--- src/rtl/riscv_pkg.sv ---
// Shared RISC-V core types: datapath widths, the x0 constant, the writeback
// request record used by execute/load units, and writeback port identifiers.
package riscv_pkg;

  localparam int unsigned XLEN   = 32;
  localparam int unsigned REG_AW = 5;

  localparam logic [REG_AW-1:0] REG_ZERO = '0;

  typedef struct packed {
    logic              valid;
    logic [REG_AW-1:0] rd;
    logic [XLEN-1:0]   data;
  } wb_req_t;

  typedef enum logic {
    PORT_ALU = 1'b0,
    PORT_LSU = 1'b1
  } wb_port_e;

  function automatic logic wb_writes_rf(input logic [REG_AW-1:0] rd);
    return rd != REG_ZERO;
  endfunction

endpackage

--- src/rtl/wb_rr_arbiter.sv ---
// Two-way writeback grant logic. Build with REGFILE_WB_RR_EN defined for
// round-robin on conflicts; otherwise port 0 (ALU) has fixed priority.
module wb_rr_arbiter
  import riscv_pkg::*;
(
  input  logic       clk,
  input  logic       rst,
  input  logic [1:0] i_req,
  output logic [1:0] o_gnt
);

  wb_port_e r_ptr;

  always_comb begin
    o_gnt = '0;
    if (!rst) begin
      case (i_req)
        2'b01:   o_gnt = 2'b01;
        2'b10:   o_gnt = 2'b10;
        2'b11:   o_gnt = (r_ptr == PORT_ALU) ? 2'b01 : 2'b10;
        default: o_gnt = '0;
      endcase
    end
  end

  // The pointer only moves on contested grants; a fixed-priority build pins it
  // to the ALU port.
  always_ff @(posedge clk) begin
    if (rst) begin
      r_ptr <= PORT_ALU;
    end else begin
`ifdef REGFILE_WB_RR_EN
      if (i_req == 2'b11)
        r_ptr <= (r_ptr == PORT_ALU) ? PORT_LSU : PORT_ALU;
`else
      r_ptr <= PORT_ALU;
`endif
    end
  end

endmodule

--- src/rtl/regfile_wb_arbiter.sv ---
// Shares the register_file write port between ALU and load writeback, with a
// one-entry commit stage and read-port forwarding. Arbitration policy is
// selected by REGFILE_WB_RR_EN (see wb_rr_arbiter).
module regfile_wb_arbiter #(
  parameter int unsigned XLEN   = riscv_pkg::XLEN,
  parameter int unsigned REG_AW = riscv_pkg::REG_AW
) (
  input  logic              clk,
  input  logic              rst,
  input  logic              wb0_valid,
  input  logic [REG_AW-1:0] wb0_rd,
  input  logic [XLEN-1:0]   wb0_data,
  output logic              wb0_ready,
  input  logic              wb1_valid,
  input  logic [REG_AW-1:0] wb1_rd,
  input  logic [XLEN-1:0]   wb1_data,
  output logic              wb1_ready,
  output logic              rf_write_enable,
  output logic [REG_AW-1:0] rf_write_reg,
  output logic [XLEN-1:0]   rf_write_data,
  input  logic [REG_AW-1:0] rd_addr1,
  input  logic [REG_AW-1:0] rd_addr2,
  output logic              fwd_hit1,
  output logic              fwd_hit2,
  output logic [XLEN-1:0]   fwd_data1,
  output logic [XLEN-1:0]   fwd_data2
);
  import riscv_pkg::*;

  logic [1:0]        w_gnt;
  logic              w_acc;
  logic [REG_AW-1:0] w_rd;
  logic [XLEN-1:0]   w_data;

  logic              r_we;
  logic [REG_AW-1:0] r_reg;
  logic [XLEN-1:0]   r_data;

  wb_rr_arbiter u_arb (
    .clk   (clk),
    .rst   (rst),
    .i_req ({wb1_valid, wb0_valid}),
    .o_gnt (w_gnt)
  );

  assign wb0_ready = w_gnt[0];
  assign wb1_ready = w_gnt[1];
  assign w_acc     = |w_gnt;
  assign w_rd      = w_gnt[1] ? wb1_rd   : wb0_rd;
  assign w_data    = w_gnt[1] ? wb1_data : wb0_data;

  always_ff @(posedge clk) begin
    if (rst) begin
      r_we   <= 1'b0;
      r_reg  <= '0;
      r_data <= '0;
    end else if (w_acc) begin
      r_we   <= (w_rd != '0);
      r_reg  <= w_rd;
      r_data <= w_data;
    end else begin
      r_we   <= 1'b0;
    end
  end

  // Enable is masked by rst so a commit pending when reset arrives never
  // reaches register_file at the reset edge.
  assign rf_write_enable = r_we & ~rst;
  assign rf_write_reg    = r_reg;
  assign rf_write_data   = r_data;

  always_comb begin
    fwd_hit1  = rf_write_enable && (rd_addr1 == r_reg) && (rd_addr1 != '0);
    fwd_hit2  = rf_write_enable && (rd_addr2 == r_reg) && (rd_addr2 != '0);
    fwd_data1 = fwd_hit1 ? r_data : '0;
    fwd_data2 = fwd_hit2 ? r_data : '0;
  end

endmodule

--- config.mk ---
export PLATFORM = sky130hd
export DESIGN_NAME = regfile_wb_arbiter
export DESIGN_NICKNAME = d
export VERILOG_FILES = /design/src/rtl/riscv_pkg.sv /design/src/rtl/wb_rr_arbiter.sv /design/src/rtl/regfile_wb_arbiter.sv
export SDC_FILE = /design/constraint.sdc
export NUM_CORES = 1
export LEC_CHECK = 0
export ABC_AREA = 1
export CORE_AREA = 8 8 92 135
export DETAILED_ROUTE_END_ITERATION = 10
export DIE_AREA = 0 0 100 143
export PLACE_DENSITY = 0.63
export SLEW_MARGIN = 10
export SYNTH_ARGS = -nofsm -noshare
export SYNTH_HDL_FRONTEND = slang
export SYNTH_HIERARCHICAL = 1
export SYNTH_SLANG_ARGS = --single-unit
--- constraint.sdc ---
create_clock -name clk -period 2.5 [get_ports clk]
set_input_delay 0.5 -clock clk [delete_from_list [all_inputs] [get_ports clk]]
set_output_delay 0.5 -clock clk [all_outputs]
set_load 0.005 [all_outputs]
Yosys cells after proc, flatten, opt, wreduce, memory -nomap -nowiden. Index checks and enable logic that the tools add are counted.

Equal/unequal tests: 5. Multiplexer cells: 6. Bitwise logic cells: 3. Reductions and logical operators: 10.

Operator list (number): 2-to-1 mux 32 bit (3); nonzero test 5 bit (3); equality test 5 bit (2); OR reduction 2 bit (3); 2-to-1 mux 5 bit (1); equality test 2 bit (second input constant) (2); logical AND 1 bit (4); one-hot mux 2 bit (2 select lines) (1); equality test 2 x 1 -> 1 bit (second input constant) (1); 2-to-1 mux 2 bit (1); NOT 1 bit (2); bitwise AND 1 bit (1).

Flip-flop bits (word level): 38. Input bits: 88. Output and inout port bits: 106. Word-level logic and storage cells: 27.

Longest topological paths before layout. Gate-level depths: netlist of run 1.

Depth after elaboration: 7. Gate-level depth with buffers: 10. Mapped depth without buffers: 8.

Cells and area by module. The synthesis of run 1 kept the hierarchy.

By module, submodules not included: regfile_wb_arbiter (instances 1, cells each 393, area each 2523.7 um^2, sequential area each 760.7 um^2); wb_rr_arbiter (instances 1, cells each 4, area each 20.0 um^2, sequential area each 0.0 um^2).

Least setup slack after synthesis of run 1. OpenSTA, ideal clock, no wires.

Kind: input port to output port. Start point: in rst. End point: out fwd_data2[12]. Arrival: 1260 ps. Data required time: 2000 ps. Path slack: 740 ps. Stages on the path: 6. Buffers on the path: 1. Cell sequence: nor2_2 > nand2_1 > nor2_1 > nand2_2 > buf_6 > nor3_1.

Longest elaborated chain between the ends: 5.

RTL lines: start: declaration (line regfile_wb_arbiter.sv:9) `input logic rst,`; NOT 1 bit (line regfile_wb_arbiter.sv:68) `assign rf_write_enable = r_we & ~rst;`; bitwise AND 1 bit (line regfile_wb_arbiter.sv:68); logical AND 1 bit (2 in a row) (line regfile_wb_arbiter.sv:74) `fwd_hit2 = rf_write_enable && (rd_addr2 == r_reg) && (rd_addr2 != '0);`; 2-to-1 mux 32 bit (line regfile_wb_arbiter.sv:76) `fwd_data2 = fwd_hit2 ? r_data : '0;`; end: declaration (line regfile_wb_arbiter.sv:26) `output logic [XLEN-1:0] fwd_data2`.

Every way passes these cells.

Worst setup path after layout of run 1.
Start point: in rd_addr2[4]. End point: out fwd_data2[25].

Longest elaborated chain between the ends: 4. Elaborated cells between the ends (all ways): 5. Classes of those cells: eq/ne (1); mux (1); reduce/logical (3).

RTL lines: start: declaration (line regfile_wb_arbiter.sv:22) `input logic [REG_AW-1:0] rd_addr2,`; equality test 5 bit (line regfile_wb_arbiter.sv:74); logical AND 1 bit (line regfile_wb_arbiter.sv:74); logical AND 1 bit (*) (line regfile_wb_arbiter.sv:74); 2-to-1 mux 32 bit (*) (line regfile_wb_arbiter.sv:76).

Every way passes the cells marked *; elsewhere a longest branch is shown, timed or not.

==> impl_metrics.py, run 1 <==
metrics = {
    "die": {
        "die_area_sq_um": 14300,
        "pin_count": 194,
        "rows": 46,
        "dieHeight_um": 143,
        "fp.coreArea_sq_um": 10480,
        "dieWidth_um": 100,
        "start_util_pct": 24.28,
    },
    "clocking": {
        "htreeDepth": 2,
        "cts-root-buf": "clkbuf_16",
        "ctsLongestPathBuffers": 2,
        "clkLatencyLatePin_ns": 0.28,
        "cts_setup_buffers": 0,
        "cts_buffers": 5,
        "clkTransAtPathRegs_ns": 0.06,
        "cts-hold-fix-buffers": 0,
        "cts_tree": "yes",
        "cts_num_sinks": 38,
    },
    "critical_path": {
        "endpoint_kind": "primary output",
        "required_ns": 2.00,
        "critPathMaxFanout": 8,
        "startpoint_type": "input port",
        "arrival_ns": 1.93,
        "crit_type": "in2out",
    },
    "sta": {
        "drv_slew": 0,
        "worst_pin_slew_ns": 0.5099,
        "min_period_ns": 2.429,
        "whs_ns": 0.5870,
        "period_share_pct": 97.17,
        "maxSlewHeadroom_pct": 65.97,
        "rsz0062_at_grt": "true",
        "clock.fmax_ghz": 0.4116,
        "setup_violations": 0,
        "finalClockSkew_ns": 0,
        "tns_ns": 0,
        "finalHoldViolations": 0,
    },
    "global_route": {
        "grt_usage_pct": 16.52,
        "grt_pass1_wl_um": 18170,
        "antenna_found_initial": 0,
        "grt_max_degree": 34,
        "grt_pass1_vias": 3253,
        "grt-ovfl-total": 0,
    },
    "logic_synthesis": {
        "ys.flop_type": "dfxtp_1",
        "synth-edff-count": 0,
        "synthArstFlopShare_pct": 0,
        "synth_common_cells": "nand2_1, inv_1, nor3_1",
        "yosysUniqueCellTypes": 23,
        "synthTopCellsByArea": "dfxtp_1, nand2_1, inv_1",
        "netlist_instances": 397,
        "ys_seq_elements": 38,
        "yosysMostFrequentCell": "nand2_1",
        "syn_area_sq_um": 2544,
        "yosysTopAreaCell": "dfxtp_1",
        "syn-num-nets": 485,
        "yosysTopAreaCellShare_pct": 29.91,
        "avgSynthCellArea_sq_um": 6.407,
        "seq_area_frac_synth_pct": 29.91,
        "ys_warn_count": 6,
    },
    "routing": {
        "vias": 3271,
        "wl_per_cell_um": 17.50,
        "wirelength_um": 12830,
        "dr.pass1.iters": 4,
        "via_per_inst": 4.462,
        "drc": 0,
        "first_iter_violations": 78,
        "antenna_left": 0,
    },
    "cells_and_area": {
        "fin_area_sq_um": 4850,
        "areaGrowthSynthToFinish_pct": 90.65,
        "largest_reg_flops": 32,
        "antenna_cells": 0,
        "final_util_pct": 46.30,
        "final_nets": 676,
        "drive_gt1_share_pct": 24.79,
        "n_fill_cell": 1089,
    },
    "placement": {
        "port_buffers": 193,
        "routabilityCongestion": 0.8552,
        "placed_area_sq_um": 4654,
        "dp_hpwl_um": 9390,
    },
    "pwr": {
        "p_leak_nw": 2.224,
        "power_density_nw_per_um2": 391.7,
        "power_w": 0.001899,
        "ir_drop_mv": 0.2502,
    },
    "run_status": {
        "status": "complete, no violations",
    },
    "run": {
        "drv_cap": 0,
    },
    "hold_path": {
        "hold_path_class": "reg2reg",
    },
}
==> cell families (layout without fill, tap and decap cells) <==
family                    count (synthesis)  count (layout)  synth area share [%]
muxes                                     1               1                0.3935
xor gates and xnor gates                  2               2                0.6888
AOI/OAI and AO/OA                        64              64                 18.49
DFF                                      38              38                 29.91
and+or+nand+nor                         178             178                 30.84
buffers and inverters                   114             306                 19.68
==> what timing repair did <==
item	CTS	global route
gates resized for setup	116	142
cloned	1	4
endpoints found under the setup margin	66	65
pin swaps	3	3
==> metrics by stage <==
step | cells | worst slack (ns)
6_report | 733 | 0.07067
5_1_grt | 733 | -0.007582
4_1_cts | 729 | -0.04527
3_5_place_dp | 720 | -0.3494
3_3_place_gp | 720 | -0.3566
2_1_floorplan | 397 | 0.7399
==> path summary, 6_finish.rpt <==
check	cells after the start	endpoint	slack (ns)	from
setup / recovery	9	fwd_data2[25]	0.07	rd_addr2[4]
hold / removal	4	rf_write_data[30]$_SDFFE_PP0N_	0.59	rf_write_data[30]$_SDFFE_PP0N_
setup reg to reg	4	rf_write_data[19]$_SDFFE_PP0N_	1.67	rf_write_data[19]$_SDFFE_PP0N_
hold reg to reg	4	rf_write_data[30]$_SDFFE_PP0N_	0.59	rf_write_data[30]$_SDFFE_PP0N_
==> where the power goes <==
part	internal, W	switching (W)
clock	0.000396	0.000245
combinational	0.000300	0.000286
sequential	0.000646	0.0000272
==> cells in the final DEF (no fill, tap or decap), types with 3 or more instances in the layout <==
master           instances
buf_4                    8
nand2_1                 96
o21ai_1                 15
clkdlybuf4s15_1          6
buf_2                   19
nor3_1                  30
a22oi_1                 15
nand2_2                  3
inv_1                   84
nor2_1                   7
a21oi_1                  6
nor2_2                   3
clkdlybuf4s50_1        124
clkbuf_2                40
o21ai_0                 11
clkbuf_16                9
nor3_4                   3
nor3_2                  31
dfxtp_1                 38
o211ai_1                 3
buf_12                   5
o211ai_2                14
==> worst max-delay path, cell delays in order <==
cell             delay [ns]
clkdlybuf4s50_1        0.45
inv_1                  0.05
nand2_1                0.05
nand2_1                0.06
nor2_2                 0.14
nand2_4                0.14
clkbuf_16              0.21
nor3_1                 0.18
clkbuf_2               0.14
==> per-layer routing <==
metal,track usage (%),part of all wire (%)
met1,17.24,38
met3,4.922,7.4
met4,3.280,0.83
met5,0,0
met2,31.37,54
==> cell type report <==
class | count | area (sq um) | share of cell area [%]
inverters | 85 | 319.1 | 6.579
clock inverters | 1 | 5.005 | 0.1032
multi-input cells | 245 | 1489 | 30.70
well taps | 144 | 180.2 | 3.715
repair buffers | 213 | 1953 | 40.27
clock buffers | 7 | 142.6 | 2.941
flip-flops and latches | 38 | 760.7 | 15.69
(Power assumes the default switching activity.)
==> run 2: changes to the inputs <==
--- a/config.mk
+++ b/config.mk
@@ -6,9 +6,10 @@
 export NUM_CORES = 1
 export LEC_CHECK = 0
 export ABC_AREA = 1
-export CORE_AREA = 8 8 92 135
+export CAP_MARGIN = 20
+export CORE_AREA = 2 2 86 129
 export DETAILED_ROUTE_END_ITERATION = 10
-export DIE_AREA = 0 0 100 143
+export DIE_AREA = 0 0 88 131
 export PLACE_DENSITY = 0.63
 export SLEW_MARGIN = 10
 export SYNTH_ARGS = -nofsm -noshare
==> run 2 against run 1 <==
Effect of this change:
- sequential power hardly changed
- count of clock-buffer cells in the layout stayed put
- via count is 3.8% higher
- critical path depth stayed put
- clock power is 7.0% lower
- sequential share of layout area is 0.65 points lower
- total power is 0.54% lower
- final area is 4.3% higher
- die area is 19% lower
- critical endpoint is now fwd_data1[26]
- largest cell class unchanged
==> impl_metrics.py, run 2 (synthesis gave the netlist of run 1 again) <==
metrics = {
    "clocking": {
        "cts_num_sinks": 38,
        "cts_buffers": 5,
        "cts_tree": "yes",
        "clkTransAtPathRegs_ns": 0.06,
        "htreeDepth": 2,
        "clkLatencyLatePin_ns": 0.27,
        "cts-root-buf": "clkbuf_16",
        "ctsLongestPathBuffers": 2,
    },
    "die": {
        "start_util_pct": 24.42,
        "fp.coreArea_sq_um": 10420,
        "die_area_sq_um": 11530,
        "dieHeight_um": 131,
        "dieWidth_um": 88,
        "rows": 46,
        "pin_count": 194,
    },
    "routing": {
        "wl_per_cell_um": 15.51,
        "wirelength_um": 11530,
        "via_per_inst": 4.568,
        "drc": 0,
        "vias": 3394,
        "dr.pass1.iters": 4,
        "first_iter_violations": 85,
        "antenna_left": 0,
    },
    "pwr": {
        "p_int_w": 0.001337,
        "power_w": 0.001889,
        "ir_drop_mv": 0.2253,
        "p_leak_nw": 2.397,
        "p_sw_share_pct": 29.24,
        "p_seq_share_pct": 35.7,
        "switchingPower_w": 0.0005524,
        "power_density_nw_per_um2": 373.5,
        "p_clk_share_pct": 31.5,
        "pwr-share-comb_pct": 32.9,
    },
    "cells_and_area": {
        "antenna_cells": 0,
        "n_fill_cell": 1068,
        "layout_commonest_cell": "clkdlybuf4s50_1",
        "largest_reg_flops": 32,
        "register_area_sq_um": 760.7,
        "multi_input_area_sq_um": 1495,
        "areaGrowthSynthToFinish_pct": 98.87,
        "final_util_pct": 48.56,
        "drive_gt1_share_pct": 22.70,
        "layout_common_cells": "clkdlybuf4s50_1, nand2_1, inv_1",
        "final_nets": 687,
    },
    "global_route": {
        "grt_max_degree": 34,
        "grt_util_met1_pct": 20.35,
        "grt_pass1_vias": 3279,
        "antenna_found_initial": 1,
        "met3_usage_pct": 4.020,
        "grt_pass1_wl_um": 16480,
        "globalRouteMet2Util_pct": 34.27,
        "grt-ovfl-total": 0,
        "grt_busiest_layer": "met2",
        "grt_usage_pct": 18.75,
    },
    "placement": {
        "pre_cts_slack_ns": -0.3739,
        "routabilityCongestion": 0.8443,
        "port_buffers": 193,
        "dp_hpwl_um": 8214,
    },
    "critical_path": {
        "required_ns": 2.00,
        "worst-path-buf-inv": 4,
        "crit_type": "reg2out",
        "arrival_ns": 1.88,
        "endpoint_kind": "primary output",
        "crit_family": "buffers and inverters",
        "startpoint_type": "flop",
        "endpoint": "fwd_data1[26]",
        "worstReg2RegEnd": "rf_write_reg[1]$_SDFFE_PP0N_",
        "regToRegSetupSlack_ns": 1.69,
        "slowest_delay_ns": 0.44,
        "crit_cells": 9,
        "critPathMaxFanout": 11,
        "path_cells": "inv_1 > nand2_1 > o21ai_2 > nor2_2 > nand2_4 > buf_6 > bufbuf_16 > nor3_1 > buf_2",
        "r2r_cells": 2,
        "slowest_stage": "dfxtp_1",
        "rr_startpoint": "rf_write_reg[1]$_SDFFE_PP0N_",
        "cp-startpoint": "rf_write_reg[0]$_SDFFE_PP0N_",
    },
    "sta": {
        "clock.fmax_ghz": 0.4194,
        "finalClockSkew_ns": 0,
        "tns_ns": 0,
        "setup_violations": 0,
        "min_period_ns": 2.384,
        "worst_slack_ns": 0.1156,
        "finalHoldViolations": 0,
        "drv_slew": 0,
        "worst_pin_slew_ns": 0.4126,
        "maxSlewHeadroom_pct": 72.20,
        "period_share_pct": 95.38,
    },
    "run": {
        "drv_cap": 0,
    },
    "run_status": {
        "status": "complete, no violations",
    },
    "hold_path": {
        "whs_path_depth": 4,
        "worstHoldStart": "rf_write_data[5]$_SDFFE_PP0N_",
        "hold_path_class": "reg2reg",
    },
}
## run 2: cell types whose count changed in the layout (fill, tap and decap cells not counted), sizes merged, moves of 8 or more
cell           change
clkdlybuf4s50      -8
clkbuf            -34
buf               +20
clkdlybuf4s15      +9
dlygate4sd2       +15
dlymetal6s2s       +8
## run 2: layer usage
| metal | vias up | share of wire (%) |
|---|---|---|
| met5 | - | 0 |
| met4 | 0 | 2.7 |
| met3 | 21 | 6.1 |
| met2 | 137 | 53 |
| met1 | 1582 | 38 |
| li1 | 1654 | - |
## run 2: power by group through the flow
stage	logic (W)	registers [W]	clock network [W]
3_5_place_dp	0.000541	0.000685	0
2_1_floorplan	0.000232	0.000685	0
6_report	0.000621	0.000674	0.000595
5_1_grt	0.000670	0.000678	0.000648
4_1_cts	0.000577	0.000672	0.000623
3_3_place_gp	0.000533	0.000684	0
## run 2: area by class of cell
| class | instances | share of cell area, % |
|---|---|---|
| repair buffers | 224 | 42.91 |
| multi-input cells | 245 | 29.56 |
| flip-flops and latches | 38 | 15.04 |
| inverters | 85 | 6.307 |
| well taps | 144 | 3.562 |
| clock buffers | 7 | 2.622 |
## run 2: worst min-delay path by stage
stage	endpoint
finish	rf_write_data[5]$_SDFFE_PP0N_
global placement	rf_write_data[3]$_SDFFE_PP0N_
CTS	rf_write_data[23]$_SDFFE_PP0N_
floorplan	rf_write_data[22]$_SDFFE_PP0N_
detailed placement	rf_write_data[23]$_SDFFE_PP0N_
global route	rf_write_data[14]$_SDFFE_PP0N_
## run 2: through the flow
stage          cells  hold slack [ns]  cell area [sq um]
2_1_floorplan    397           0.5594               2544
3_3_place_gp     720           0.5707               4667
3_5_place_dp     720           0.5825               4667
4_1_cts          736           0.5916               4841
5_1_grt          743           0.6370               5059
6_report         743           0.5835               5059
## run 2: worst register-to-register path, cell delays in order, from the launching register on
cell and delay (ns):
dfxtp_1 0.47, o21ai_0 0.14, a21oi_1 0.13
## run 2: timing repair
item                                    in CTS  in global routing
gates cloned                                 2                  2
endpoints found under the setup margin      66                 65
resized for setup                          173                 68
hold endpoints to repair                     0                  0
setup buffers                                7                  5
hold buffers                                 0                  0
pin swaps                                   10                 13
==> run 3: changes to the inputs <==
--- a/config.mk
+++ b/config.mk
@@ -10,7 +10,7 @@
 export CORE_AREA = 2 2 86 129
 export DETAILED_ROUTE_END_ITERATION = 10
 export DIE_AREA = 0 0 88 131
-export PLACE_DENSITY = 0.63
+export PLACE_DENSITY_LB_ADDON = 0.1
 export SLEW_MARGIN = 10
 export SYNTH_ARGS = -nofsm -noshare
 export SYNTH_HDL_FRONTEND = slang
==> run 3 against run 2 <==
Effect of this change:
- combinational power shrank 3%
- die area is the same
- cell count grew 0.54%
- critical path depth is the same
- highest routed layer unchanged
==> impl_metrics.py, run 3 (synthesis gave the netlist of run 1 again) <==
metrics = {
    "die": {
        "dieWidth_um": 88,
        "start_util_pct": 24.42,
        "die_area_sq_um": 11530,
        "dieHeight_um": 131,
        "rows": 46,
        "fp.coreArea_sq_um": 10420,
        "pin_count": 194,
    },
    "critical_path": {
        "regToRegSetupSlack_ns": 1.70,
        "crit_family": "buffers and inverters",
        "slowest_delay_ns": 0.47,
        "endpoint_kind": "primary output",
        "slowest_stage": "clkdlybuf4s50_1",
        "r2r_cells": 2,
        "cp_common_cell": "nand2_1",
        "path_cells": "clkdlybuf4s50_1 > inv_1 > nand2_1 > nand2_1 > nor2_2 > nand2_2 > buf_12 > nor3_2 > clkdlybuf4s15_1",
        "required_ns": 2.00,
        "worst-path-buf-inv": 4,
        "startpoint_type": "input port",
        "critPathMaxFanout": 15,
        "rr_startpoint": "rf_write_reg[1]$_SDFFE_PP0N_",
        "worstReg2RegEnd": "rf_write_reg[1]$_SDFFE_PP0N_",
        "crit_type": "in2out",
        "arrival_ns": 1.97,
    },
    "placement": {
        "port_buffers": 193,
        "routabilityCongestion": 0.8599,
        "dp_cells": 725,
        "dp_hpwl_um": 8388,
        "pre_cts_slack_ns": -0.3714,
    },
    "routing": {
        "via_per_inst": 4.487,
        "dr.pass1.iters": 4,
        "first_iter_violations": 69,
        "vias": 3352,
        "antenna_left": 0,
        "drc": 0,
        "wl_per_cell_um": 15.28,
        "wirelength_um": 11420,
    },
    "hold_path": {
        "worstHoldStart": "rf_write_data[1]$_SDFFE_PP0N_",
        "hold_path_class": "reg2reg",
        "whs_path_depth": 4,
        "hold_path_end": "rf_write_data[1]$_SDFFE_PP0N_",
    },
    "cells_and_area": {
        "finalNonFillerCells": 747,
        "antenna_cells": 0,
        "largest_reg_flops": 32,
        "layout_common_cells": "clkdlybuf4s50_1, nand2_1, inv_1",
        "areaGrowthSynthToFinish_pct": 93.16,
        "layout_commonest_cell": "clkdlybuf4s50_1",
        "drive_gt1_share_pct": 23.22,
        "final_nets": 690,
    },
    "sta": {
        "rsz0062_at_grt": "true",
        "clock.fmax_ghz": 0.4053,
        "worst_slack_ns": 0.03250,
        "drv_slew": 0,
        "finalHoldViolations": 0,
        "finalClockSkew_ns": 0,
        "period_share_pct": 98.70,
        "setup_violations": 0,
        "worst_pin_slew_ns": 0.3831,
        "maxSlewHeadroom_pct": 74.46,
        "min_period_ns": 2.467,
    },
    "run_status": {
        "status": "complete, no violations",
    },
    "pwr": {
        "p_leak_nw": 2.391,
        "power_density_nw_per_um2": 392.5,
        "ir_drop_mv": 0.2297,
    },
    "clocking": {
        "htreeDepth": 2,
        "cts_num_sinks": 38,
        "cts-hold-fix-buffers": 0,
        "ctsLongestPathBuffers": 2,
        "cts-root-buf": "clkbuf_16",
        "cts_buffers": 5,
        "clkLatencyLatePin_ns": 0.28,
        "cts_tree": "yes",
        "clkTransAtPathRegs_ns": 0.06,
    },
    "global_route": {
        "antenna_found_initial": 0,
        "grt_pass1_wl_um": 16440,
        "grt_max_degree": 29,
        "grt_pass1_vias": 3240,
        "grt_usage_pct": 18.86,
        "grt-ovfl-total": 0,
    },
    "run": {
        "drv_cap": 0,
    },
}
run 3: worst max-delay path by stage:
stage	slack (ns)	endpoint	cells after the start	from
CTS	-0.21	fwd_data1[26]	9	rd_addr1[4]
global route	-0.06	fwd_data1[18]	10	rd_addr1[2]
finish	0.03	fwd_data2[17]	9	rd_addr2[3]
floorplan	0.74	fwd_data2[12]	6	rst
detailed placement	-0.37	fwd_data2[31]	8	rst
global placement	-0.35	fwd_data1[15]	8	rst
run 3: worst min-delay path, delay by kind of cell, from the launching register on:
kind / cells / cell delay (ns)
buf+inv: 2 / 0.11
flops: 1 / 0.30
compound gates: 1 / 0.07
simple gates: 1 / 0.06
run 3: stage by stage:
step / setup TNS, ns / hold slack (ns) / power (W) / util (%) / cell area (sq um)
after global placement: -19.79 / 0.5748 / 0.001228 / 44.92 / 4679
final: 0 / 0.5905 / 0.001928 / 47.17 / 4913
after detailed placement: -20.41 / 0.5805 / 0.001233 / 44.92 / 4679
after global routing: -0.07166 / 0.6360 / 0.002034 / 47.17 / 4913
after CTS: -2.275 / 0.5924 / 0.001926 / 46.18 / 4811
after floorplan: 0 / 0.5594 / 0.0009177 / - / 2544
run 3: timing repair:
| item | CTS | global route |
|---|---|---|
| gates cloned | 1 | 0 |
| pin swaps | 3 | 2 |
| setup buffers | 5 | 9 |
| endpoints found under the setup margin | 66 | 63 |
| resized for setup | 120 | 105 |
run 3: per-layer routing:
layer	vias to the layer above	track usage (%)	wire, um
li1	1660	-	-
met1	1537	19.49	4334
met2	133	36.05	6122
met3	22	4.334	658
met4	0	7.149	299
met5	-	0	0
run 3: area by class of cell:
class | instances | area [sq um]
Clock buffer | 7 | 142.6
Clock inverter | 1 | 5.005
Fill cell | 1074 | 5504
Inverter | 85 | 319.1
Multi-Input combinational cell | 245 | 1443
Sequential cell | 38 | 760.7
Tap cell | 144 | 180.2
Timing Repair Buffer | 227 | 2063
run 3: report_power, final:
group	total [W]	internal (W)	switching, W
clock	0.000653	0.000396	0.000257
combinational	0.000602	0.000320	0.000283
sequential	0.000673	0.000646	0.0000276
total	0.00193	0.00136	0.000567
